[src/rtl/bomb_module.sv]
// rtl/bomb_module.sv - single-bomb controller: placement, fuse/explosion timing, blocking and pixel flags
module bomb_module #(
   parameter int FUSE_CYCLES = 200_000_000,
   parameter int EXP_CYCLES  = 50_000_000,
   parameter int EXP_RANGE   = 2
) (
   input  logic       clk,
   input  logic       reset,
   input  logic [9:0] x,
   input  logic [9:0] y,
   input  logic [9:0] x_b,
   input  logic [9:0] y_b,
   input  logic [1:0] cd,
   input  logic       place,
   input  logic       gameover,
   output logic       bm_blocked,
   output logic       bomb_active,
   output logic       exploding,
   output logic       exp_done,
   output logic [5:0] bomb_col,
   output logic [4:0] bomb_row,
   output logic       bomb_on,
   output logic       exp_on,
   output logic [7:0] bomb_addr
);

   typedef enum logic [1:0] {
      IDLE    = 2'd0,
      ARMED   = 2'd1,
      EXPLODE = 2'd2
   } state_t;

   localparam logic [27:0] FUSE_LAST = 28'(FUSE_CYCLES - 1);
   localparam logic [27:0] EXP_LAST  = 28'(EXP_CYCLES - 1);
   localparam logic [6:0]  RANGE     = 7'(EXP_RANGE);

   state_t      state_q, state_d;
   logic [27:0] timer_q, timer_d;
   logic [5:0]  col_q, col_d;
   logic [4:0]  row_q, row_d;
   logic [6:0]  arm_l_q, arm_l_d, arm_r_q, arm_r_d;
   logic [6:0]  arm_u_q, arm_u_d, arm_d_q, arm_d_d;
   logic        place_prev_q, place_prev_d;
   logic        bomb_active_q, bomb_active_d;
   logic        exploding_q, exploding_d;
   logic        exp_done_q, exp_done_d;

   logic        req;
   logic [9:0]  col_diff, row_diff;
   logic [5:0]  new_col, new_row;
   logic [6:0]  new_arm_l, new_arm_r, new_arm_u, new_arm_d;

   function automatic logic [6:0] clamp_range(input logic [6:0] v);
      return (v < RANGE) ? v : RANGE;
   endfunction

   function automatic logic overlap(input logic signed [12:0] ax, input logic signed [12:0] ay,
                                    input logic signed [12:0] tx, input logic signed [12:0] ty);
      return (ax <= tx + 13'sd15) && (ax + 13'sd15 >= tx) &&
             (ay <= ty + 13'sd15) && (ay + 13'sd15 >= ty);
   endfunction

   // Tile under the hitbox centre and the explosion arms it would get, clipped to arena and pillars
   always_comb begin
      col_diff  = x_b - 10'd40;
      row_diff  = y_b - 10'd15;
      new_col   = col_diff[9:4];
      new_row   = row_diff[9:4];
      new_arm_l = new_row[0] ? 7'd0 : clamp_range({1'b0, new_col});
      new_arm_r = new_row[0] ? 7'd0 : clamp_range(7'd32 - {1'b0, new_col});
      new_arm_u = new_col[0] ? 7'd0 : clamp_range({1'b0, new_row});
      new_arm_d = new_col[0] ? 7'd0 : clamp_range(7'd25 - {1'b0, new_row});
   end

   // Next-state logic: place edge detect, fuse/explosion sequencing, shared timer
   always_comb begin
      req           = place & ~place_prev_q & ~gameover & (state_q == IDLE);
      state_d       = state_q;
      timer_d       = timer_q + 28'd1;
      col_d         = col_q;
      row_d         = row_q;
      arm_l_d       = arm_l_q;
      arm_r_d       = arm_r_q;
      arm_u_d       = arm_u_q;
      arm_d_d       = arm_d_q;
      exp_done_d    = 1'b0;
      place_prev_d  = place;
      case (state_q)
         IDLE: begin
            if (req) begin
               state_d = ARMED;
               col_d   = new_col;
               row_d   = new_row[4:0];
               arm_l_d = new_arm_l;
               arm_r_d = new_arm_r;
               arm_u_d = new_arm_u;
               arm_d_d = new_arm_d;
            end
         end
         ARMED: begin
            if (timer_q == FUSE_LAST) state_d = EXPLODE;
         end
         EXPLODE: begin
            if (timer_q == EXP_LAST) begin
               state_d    = IDLE;
               exp_done_d = 1'b1;
            end
         end
         default: state_d = IDLE;
      endcase
      if (state_d != state_q) timer_d = '0;
      bomb_active_d = (state_d == ARMED);
      exploding_d   = (state_d == EXPLODE);
   end

   // State, timer, latched tile and registered status outputs
   always_ff @(posedge clk or negedge reset) begin
      if (!reset) begin
         state_q       <= IDLE;
         timer_q       <= '0;
         col_q         <= '0;
         row_q         <= '0;
         arm_l_q       <= '0;
         arm_r_q       <= '0;
         arm_u_q       <= '0;
         arm_d_q       <= '0;
         place_prev_q  <= 1'b0;
         bomb_active_q <= 1'b0;
         exploding_q   <= 1'b0;
         exp_done_q    <= 1'b0;
      end else begin
         state_q       <= state_d;
         timer_q       <= timer_d;
         col_q         <= col_d;
         row_q         <= row_d;
         arm_l_q       <= arm_l_d;
         arm_r_q       <= arm_r_d;
         arm_u_q       <= arm_u_d;
         arm_d_q       <= arm_d_d;
         place_prev_q  <= place_prev_d;
         bomb_active_q <= bomb_active_d;
         exploding_q   <= exploding_d;
         exp_done_q    <= exp_done_d;
      end
   end

   assign bomb_active = bomb_active_q;
   assign exploding   = exploding_q;
   assign exp_done    = exp_done_q;
   assign bomb_col    = col_q;
   assign bomb_row    = row_q;

   logic [10:0] tile_x, tile_y, dx, dy;

   // Bomb sprite hit test; the ROM address is forced to zero off the sprite
   always_comb begin
      tile_x    = 11'd48 + {1'b0, col_q, 4'b0000};
      tile_y    = 11'd32 + {2'b00, row_q, 4'b0000};
      dx        = {1'b0, x} - tile_x;
      dy        = {1'b0, y} - tile_y;
      bomb_on   = (state_q == ARMED) &&
                  ({1'b0, x} >= tile_x) && (dx < 11'd16) &&
                  ({1'b0, y} >= tile_y) && (dy < 11'd16);
      bomb_addr = bomb_on ? {dy[3:0], dx[3:0]} : 8'd0;
   end

   logic signed [12:0] hx, hy, sx, sy, tx_s, ty_s;

   // Block a step only when it newly enters the tile, so the player can walk off a fresh bomb
   always_comb begin
      hx   = $signed({3'b000, x_b});
      hy   = $signed({3'b000, y_b}) + 13'sd9;
      sx   = hx;
      sy   = hy;
      case (cd)
         2'd0:    sy = hy - 13'sd1;
         2'd1:    sx = hx + 13'sd1;
         2'd2:    sy = hy + 13'sd1;
         default: sx = hx - 13'sd1;
      endcase
      tx_s = $signed({2'b00, tile_x});
      ty_s = $signed({2'b00, tile_y});
      bm_blocked = (state_q == ARMED) && overlap(sx, sy, tx_s, ty_s) && !overlap(hx, hy, tx_s, ty_s);
   end

   logic [9:0] px_off, py_off;
   logic [7:0] col_p, row_p, col_c, row_c;
   logic       in_arena, on_row, on_col;

   // Explosion cross: pixel tile on the bomb row within the horizontal arms, or on the bomb column within the vertical arms
   always_comb begin
      px_off   = x - 10'd48;
      py_off   = y - 10'd32;
      col_p    = {2'b00, px_off[9:4]};
      row_p    = {2'b00, py_off[9:4]};
      col_c    = {2'b00, col_q};
      row_c    = {3'b000, row_q};
      in_arena = (x >= 10'd48) && (y >= 10'd32);
      on_row   = (row_p == row_c) && (col_p + {1'b0, arm_l_q} >= col_c) &&
                 (col_p <= col_c + {1'b0, arm_r_q});
      on_col   = (col_p == col_c) && (row_p + {1'b0, arm_u_q} >= row_c) &&
                 (row_p <= row_c + {1'b0, arm_d_q});
      exp_on   = (state_q == EXPLODE) && in_arena && (on_row || on_col);
   end

endmodule
[config.mk]
export PLATFORM = sky130hd
export DESIGN_NAME = bomb_module
export DESIGN_NICKNAME = d
export VERILOG_FILES = /design/src/rtl/bomb_module.sv
export SDC_FILE = /design/constraint.sdc
export NUM_CORES = 1
export LEC_CHECK = 0
export ABC_AREA = 1
export CAP_MARGIN = 5
export CORE_ASPECT_RATIO = 1.25
export CORE_MARGIN = 5
export CORE_UTILIZATION = 50
export DETAILED_ROUTE_END_ITERATION = 16
export PLACE_DENSITY = 0.7
export SLEW_MARGIN = 20
export SYNTH_ARGS = -nofsm -noshare
export SYNTH_HDL_FRONTEND = slang
export SYNTH_SLANG_ARGS = --single-unit
[constraint.sdc]
create_clock -name clk -period 3.8 [get_ports clk]
set_input_delay 0.57 -clock clk [delete_from_list [all_inputs] [get_ports clk]]
set_output_delay 0.57 -clock clk [all_outputs]
set_load 0.02 [all_outputs]
Word level (Yosys, flattened, before mapping) --
Index checks and enable logic that the tools add are counted.
Storage, ports and cells: flip-flop bits (word level) 73, bits of input ports 46, output and inout bits 25, logic and storage cells 119
Operators by class: add/subtract/negate cells 26, order comparisons 22, equal/unequal tests 11, muxes and demuxes 18, bitwise gates (word level) 5, reductions and logical operators 25
Operators with widths (count):
- $pmux 13 s2 | 2
- $add 10x4->11 const B | 3
- $sub 10x6->10 const B | 3
- $add 28x1->28 const B | 1
- $eq 28x26->1 const B | 1
- $eq 28x28->1 const B | 1
- $mux 28 | 1
- $mux 7 | 4
- $add 13x5->13 const B | 2
- $le 13x13->1 | 2
- $add 11x4->12 const B | 2
- $add 6x7->8 | 3
- $mux 6 | 4
- $lt 11x5->1 const B | 2
- $ge 10x6->1 const B | 2
- $logic_and 1x1->1 | 19
- $le 6x8->1 | 2
- $lt 7x2->1 const B | 2
- $ge 13x11->1 | 1
- $ge 13x12->1 | 1
- $add 11x1->12 const B | 1
- $ge 12x10->1 | 1
- $le 10x12->1 | 1
- $lt 6x2->1 const B | 2
- other kinds (33) | 44

Depth between registers and ports, before layout --
word-level depth 10, depth in mapped cells 27, gate-level depth less buffers 27

Worst setup path before layout --
Ideal clock, no wire load.
kind input-to-output, start input x_b[1], end output bm_blocked, data arrival time 3096 ps, required time 3230 ps, slack 134 ps, stages on the path 24, path buffers 0, cells stage by stage inv_1 ha_1 nand2_1 o21ai_0 nand2_1 nand2_1 nand2_1 and2_1 nand2_1 xor2_1 inv_1 ha_1 nand2_1 nor2_1 nand3_1 nor2_1 nand2_1 nand2_1 nand2_1 nand2_1 nand2_1 nand2_1 nand4_1 nor2_1
Between the ends: cells in the longest elaborated chain, start to end 9, elaborated cells between the ends (all ways) 18, classes of those cells 4 x add/sub; 4 x order compare; 1 x mux; 9 x reduce/logical
RTL lines:
- start, declared | RTL line 11 | input logic [9:0] x_b,
- $sub 10x1->11 / $add 10x1->11 (equally long branches) | RTL line 179, 177
- $pmux 13 s2 | RTL line 175 | case (cd)
- $add 13x5->13 | RTL line 59 | return (ax <= tx + 13'sd15) && (ax + 13'sd15 >= tx) &&
- $ge 13x12->1 | RTL line 59
- $logic_and 1x1->1 (2 in series) | RTL line 59
- $logic_and 1x1->1 | RTL line 60 | (ay <= ty + 13'sd15) && (ay + 13'sd15 >= ty);
- $logic_and 1x1->1 | RTL line 183 | bm_blocked = (state_q == ARMED) && overlap(sx, sy, tx_s, ty_s) && !overlap(hx, hy, tx_s, ty_s);
- $logic_and 1x1->1 * | RTL line 183
- end, declared | RTL line 16 | output logic bm_blocked,
Every way passes the cells marked *; elsewhere a longest branch is shown, timed or not.

Worst setup path in the final report --
start input y_b[0], end output bm_blocked
Between the ends: cells in the longest elaborated chain, start to end 8, elaborated cells between the ends (all ways) 17, classes of those cells 5 x add/sub; 4 x order compare; 1 x mux; 7 x reduce/logical
RTL lines:
- start, declared | RTL line 12 | input logic [9:0] y_b,
- $add 10x4->11 * | RTL line 172 | hy = $signed({3'b000, y_b}) + 13'sd9;
- $add 11x1->12 / $sub 11x1->12 (equally long branches) | RTL line 178, 176
- $pmux 13 s2 | RTL line 175
- $add 13x5->13 / $le 13x13->1 (equally long branches) | RTL line 60
- $ge 13x11->1 / $logic_and 1x1->1 (equally long branches) | RTL line 60, 59
- $logic_and 1x1->1 | RTL line 60
- $logic_and 1x1->1 | RTL line 183
- $logic_and 1x1->1 * | RTL line 183
Marks and branches as above.

==> summary.txt <==
Outcome
  – Status: finished with violations
  – Violated checks: negative setup slack

Worst setup path
  – Crit Path Max Fanout: 6
  – CP Capture Type: output port
  – Worst reg-to-reg path cell count: 13
  – Critical path class: in2out
  – Worst EP arrival: 3360 ps
  – Crit path launch type: input pin
  – Req. time, crit path: 3230 ps

Detailed routing
  – Vias: 9866
  – Remaining antenna violation count after routing: 0
  – Drt first pass iters: 6
  – DR WL/cell: ~14 um
  – WL met2: approximately 14000 um
  – WL met3: 1017 um
  – Routed wire length: 27010 um
  – DRC: 0
  – 1st-iter DRT viols: 538
  – Met1 Wirelength: 10930 um
  – Uppermost layer routed: met4
  – Mean number of vias per cell: 5.256

Floorplanning
  – Core box area: ~17000 um2
  – Starting Density: between 50% and 60%
  – Die ar.: 20550 um2
  – I/O pin cnt: 71
  – Rows: 54
  – Die height: 159.0 um
  – Die Width: 129.2 um

Timing
  – RSZ-0062 raised after global routing: yes
  – Setup violations, final: 1
  – Final Hold Violating Endpoints: 0
  – Peak Freq: 254.2 MHz
  – Worst hold slack: around 350 ps
  – Clock skew: approximately 11 ps
  – Slew Limit Fails: 0
  – Setup total negative slack: -133.4 ps
  – Period utilization: 103.5%
  – Relative slew slack: a little over two fifths
  – Setup WS post-layout: -133.4 ps
  – Slew @ Worst Pin: 875.2 ps
  – Crit path time final: 3933 ps

Power and ir drop
  – Clock Power Share: 32.7%
  – Total power: 2551 uW
  – Switching fraction of total power: approximately a third
  – Sequential group share of total power: 29.7%
  – Comb pwr share: a little under two fifths
  – Max VDD drop: 0.2048 mV
  – Net Sw Power: 805.5 uW
  – Internal power: 1745 uW
  – Lkg Pwr: 0.006670 uW
  – Power Density: 199.7 nW/um2

Synthesis
  – EDFF count, synth: 0
  – Syn. warnings: 0
  – Simple-Gate Fraction of Synth Area: approximately a third
  – Post-synth top flop: dfrtp_1
  – Netlist cell types: 52
  – Net count after synthesis: 1489
  – Xor/xnor share of the synthesized area: 8.662%
  – Largest family of logic cells by synthesized area: simple AND/OR/NAND/NOR gates
  – Mapped cell area: slightly below 9000 um2
  – Syn Inst Count: 1311
  – Flops & latches, synth: 71
  – Top area cells in the synthesized netlist: dfrtp_1 (20%), ha_1 (18%), nand2_1 (12%)
  – Sequential-to-total area share from yosys stat: 20.00%
  – Top post-synthesis cells by count: nand2_1 (292), inv_1 (205), nor2_1 (152)
  – Fraction of registers with async set/reset: 100.0%
  – Yosys top cell by area: dfrtp_1
  – Area share of the leading cell type in the synthesized netlist: 20.00%
  – Post-synthesis mux area share: 0%
  – Synth Area in Compound Gates: 8.197%
  – Area share of fa/ha/maj cells after synthesis: 19.10%
  – Most frequent cell after synthesis: nand2_1
  – Syn Area/Cell: ~6.8 um2

Cells and area
  – Cell area after layout: 12770 um2
  – Layout Utilization: 72.98%
  – Filler cells: 1374
  – Register area: 1777 um2
  – N_diodes: 0
  – Layout area overhead: 43.76%
  – Multi-input logic area: roughly 6900 um2
  – Share of post-route cells with drive strength above 1: between 20% and 30%
  – Final nets: about 1800

GRT
  – Global-route wire length before repair: 43070 um
  – Number of global-route vias before repair: 9597
  – Aggregate global routing overflow: 0
  – Largest net degree at the start of global routing: 72
  – Gr usage total: about a quarter
  – Antenna violations before repair: 0

Clock tree
  – CTS tree: built
  – Hold_buf cts: 0
  – H-tree levels: 3
  – Worst-path clk slew: about 60 ps
  – Clock Path Buffers: 2
  – TritonCTS Buffers: 9
  – Clock Latency Late Sink: between 300 and 400 ps
  – Clock Sinks: 71
  – Root Driver: clkbuf_16

Place
  – RD Place Congestion: between 0.9 and 1
  – DP Area: 11430 um2
  – PortBufs: 70
  – Hpwl dp: 20680 um

Hold path
  – Min-Delay Path Class: in2async

Flow run
  – Max cap viols: 0
==> critical path, cell delays in order <==
cell     delay (ps)
buf_12          100
ha_4            190
nand2_8         100
nand2_8         100
nand2_4          50
nand2_4         110
inv_4            60
nand3_4          80
buf_4           110
nand3_2          80
nand2_2         110
nand3_4          90
nor2_4          150
nand3_2         130
nand2_2         100
inv_2            50
ha_4            260
nand4_1         120
nor2_1          140
nand3_1         100
nand3_1          90
a21oi_1          60
nand2_1          80
nand2_2          80
nor2_4          100
buf_6           120
==> state kept, by name, summed over array words and instances (netlist names) <==
signal	flops
arm_d_q	7
arm_l_q	6
arm_r_q	7
arm_u_q	6
bomb_active	1
bomb_col	6
bomb_row	5
exp_done	1
exploding	1
place_prev_q	1
state_q	2
timer_q	28
==> cell usage in the layout (no fill, tap or decap), drive strengths merged, types with 2 or more instances in the layout <==
cell and n:
nor2 169, a21o 2, nand3b 5, inv 210, o31ai 4, nand4 50, nor4 10, o22ai 2
o21a 2, o211ai 4, xor2 61, clkdlybuf4s15 4, nand2 307, fa 6, nor3b 3, dfrtp 71
dlygate4sd2 8, nand3 100, buf 288, a211oi 3, a21oi 55, clkbuf 16, nor3 24, o21bai 5
and2 4, o21ai 38, a31oi 2, dlymetal6s2s 2, xnor2 26, clkdlybuf4s50 33, ha 126
==> power by group through the flow <==
stage / combinational (uW) / clock (uW) / sequential, uW
after global placement: 777 / 0 / 771
after floorplan: 433 / 0 / 771
after detailed placement: 795 / 0 / 771
final: 959 / 835 / 757
after global routing: 1060 / 880 / 757
after CTS: 870 / 850 / 757
==> through the flow <==
step | setup slack, ps | std cells
2_1_floorplan | 134.4 | 1311
3_3_place_gp | -943.6 | 1809
3_5_place_dp | -1034 | 1809
4_1_cts | -20.72 | 1859
5_1_grt | -361.1 | 1877
6_report | -133.4 | 1877
==> final timing paths <==
path | start | endpoint | slack, ps
min | reset | timer_q[2]$_DFF_PN0_ | 350
max | y_b[0] | bm_blocked | -130
max in group asynchronous | reset | arm_l_q[1]$_DFFE_PN0P_ | 2870
max reg2reg | timer_q[0]$_DFF_PN0_ | timer_q[11]$_DFF_PN0_ | 1500
min in group clk | timer_q[0]$_DFF_PN0_ | timer_q[0]$_DFF_PN0_ | 490
min reg2reg | timer_q[0]$_DFF_PN0_ | timer_q[0]$_DFF_PN0_ | 490
==> repair_timing <==
action,4_1_cts,5_1_grt
endpoints found under the setup margin,11,11
pin swaps,54,62
resized for setup,196,110
setup buffers,34,18
==> per-layer routing <==
layer,vias to the layer above,track usage (%)
met1,4586,28.65
met5,-,0
li1,4956,-
met2,252,46.06
met3,72,2.752
met4,0,11.13
==> cell families after synthesis <==
group,count (synthesis)
AND/OR/NAND/NOR,674
buffers and inverters,222
adder cells (fa/ha/maj),132
AO/OA/AOI/OAI,125
XOR/XNOR,87
flip-flops,71
==> cell type report <==
cell class / count / area share (%)
sequential: 71 / 13.91
tap: 224 / 2.195
clock buffer: 13 / 1.959
clock inverter: 3 / 0.3331
inverter: 210 / 6.329
timing repair buffer: 338 / 21.02
multi-input combinational: 1018 / 54.25
Note: power is estimated with default switching activity, not from simulation.
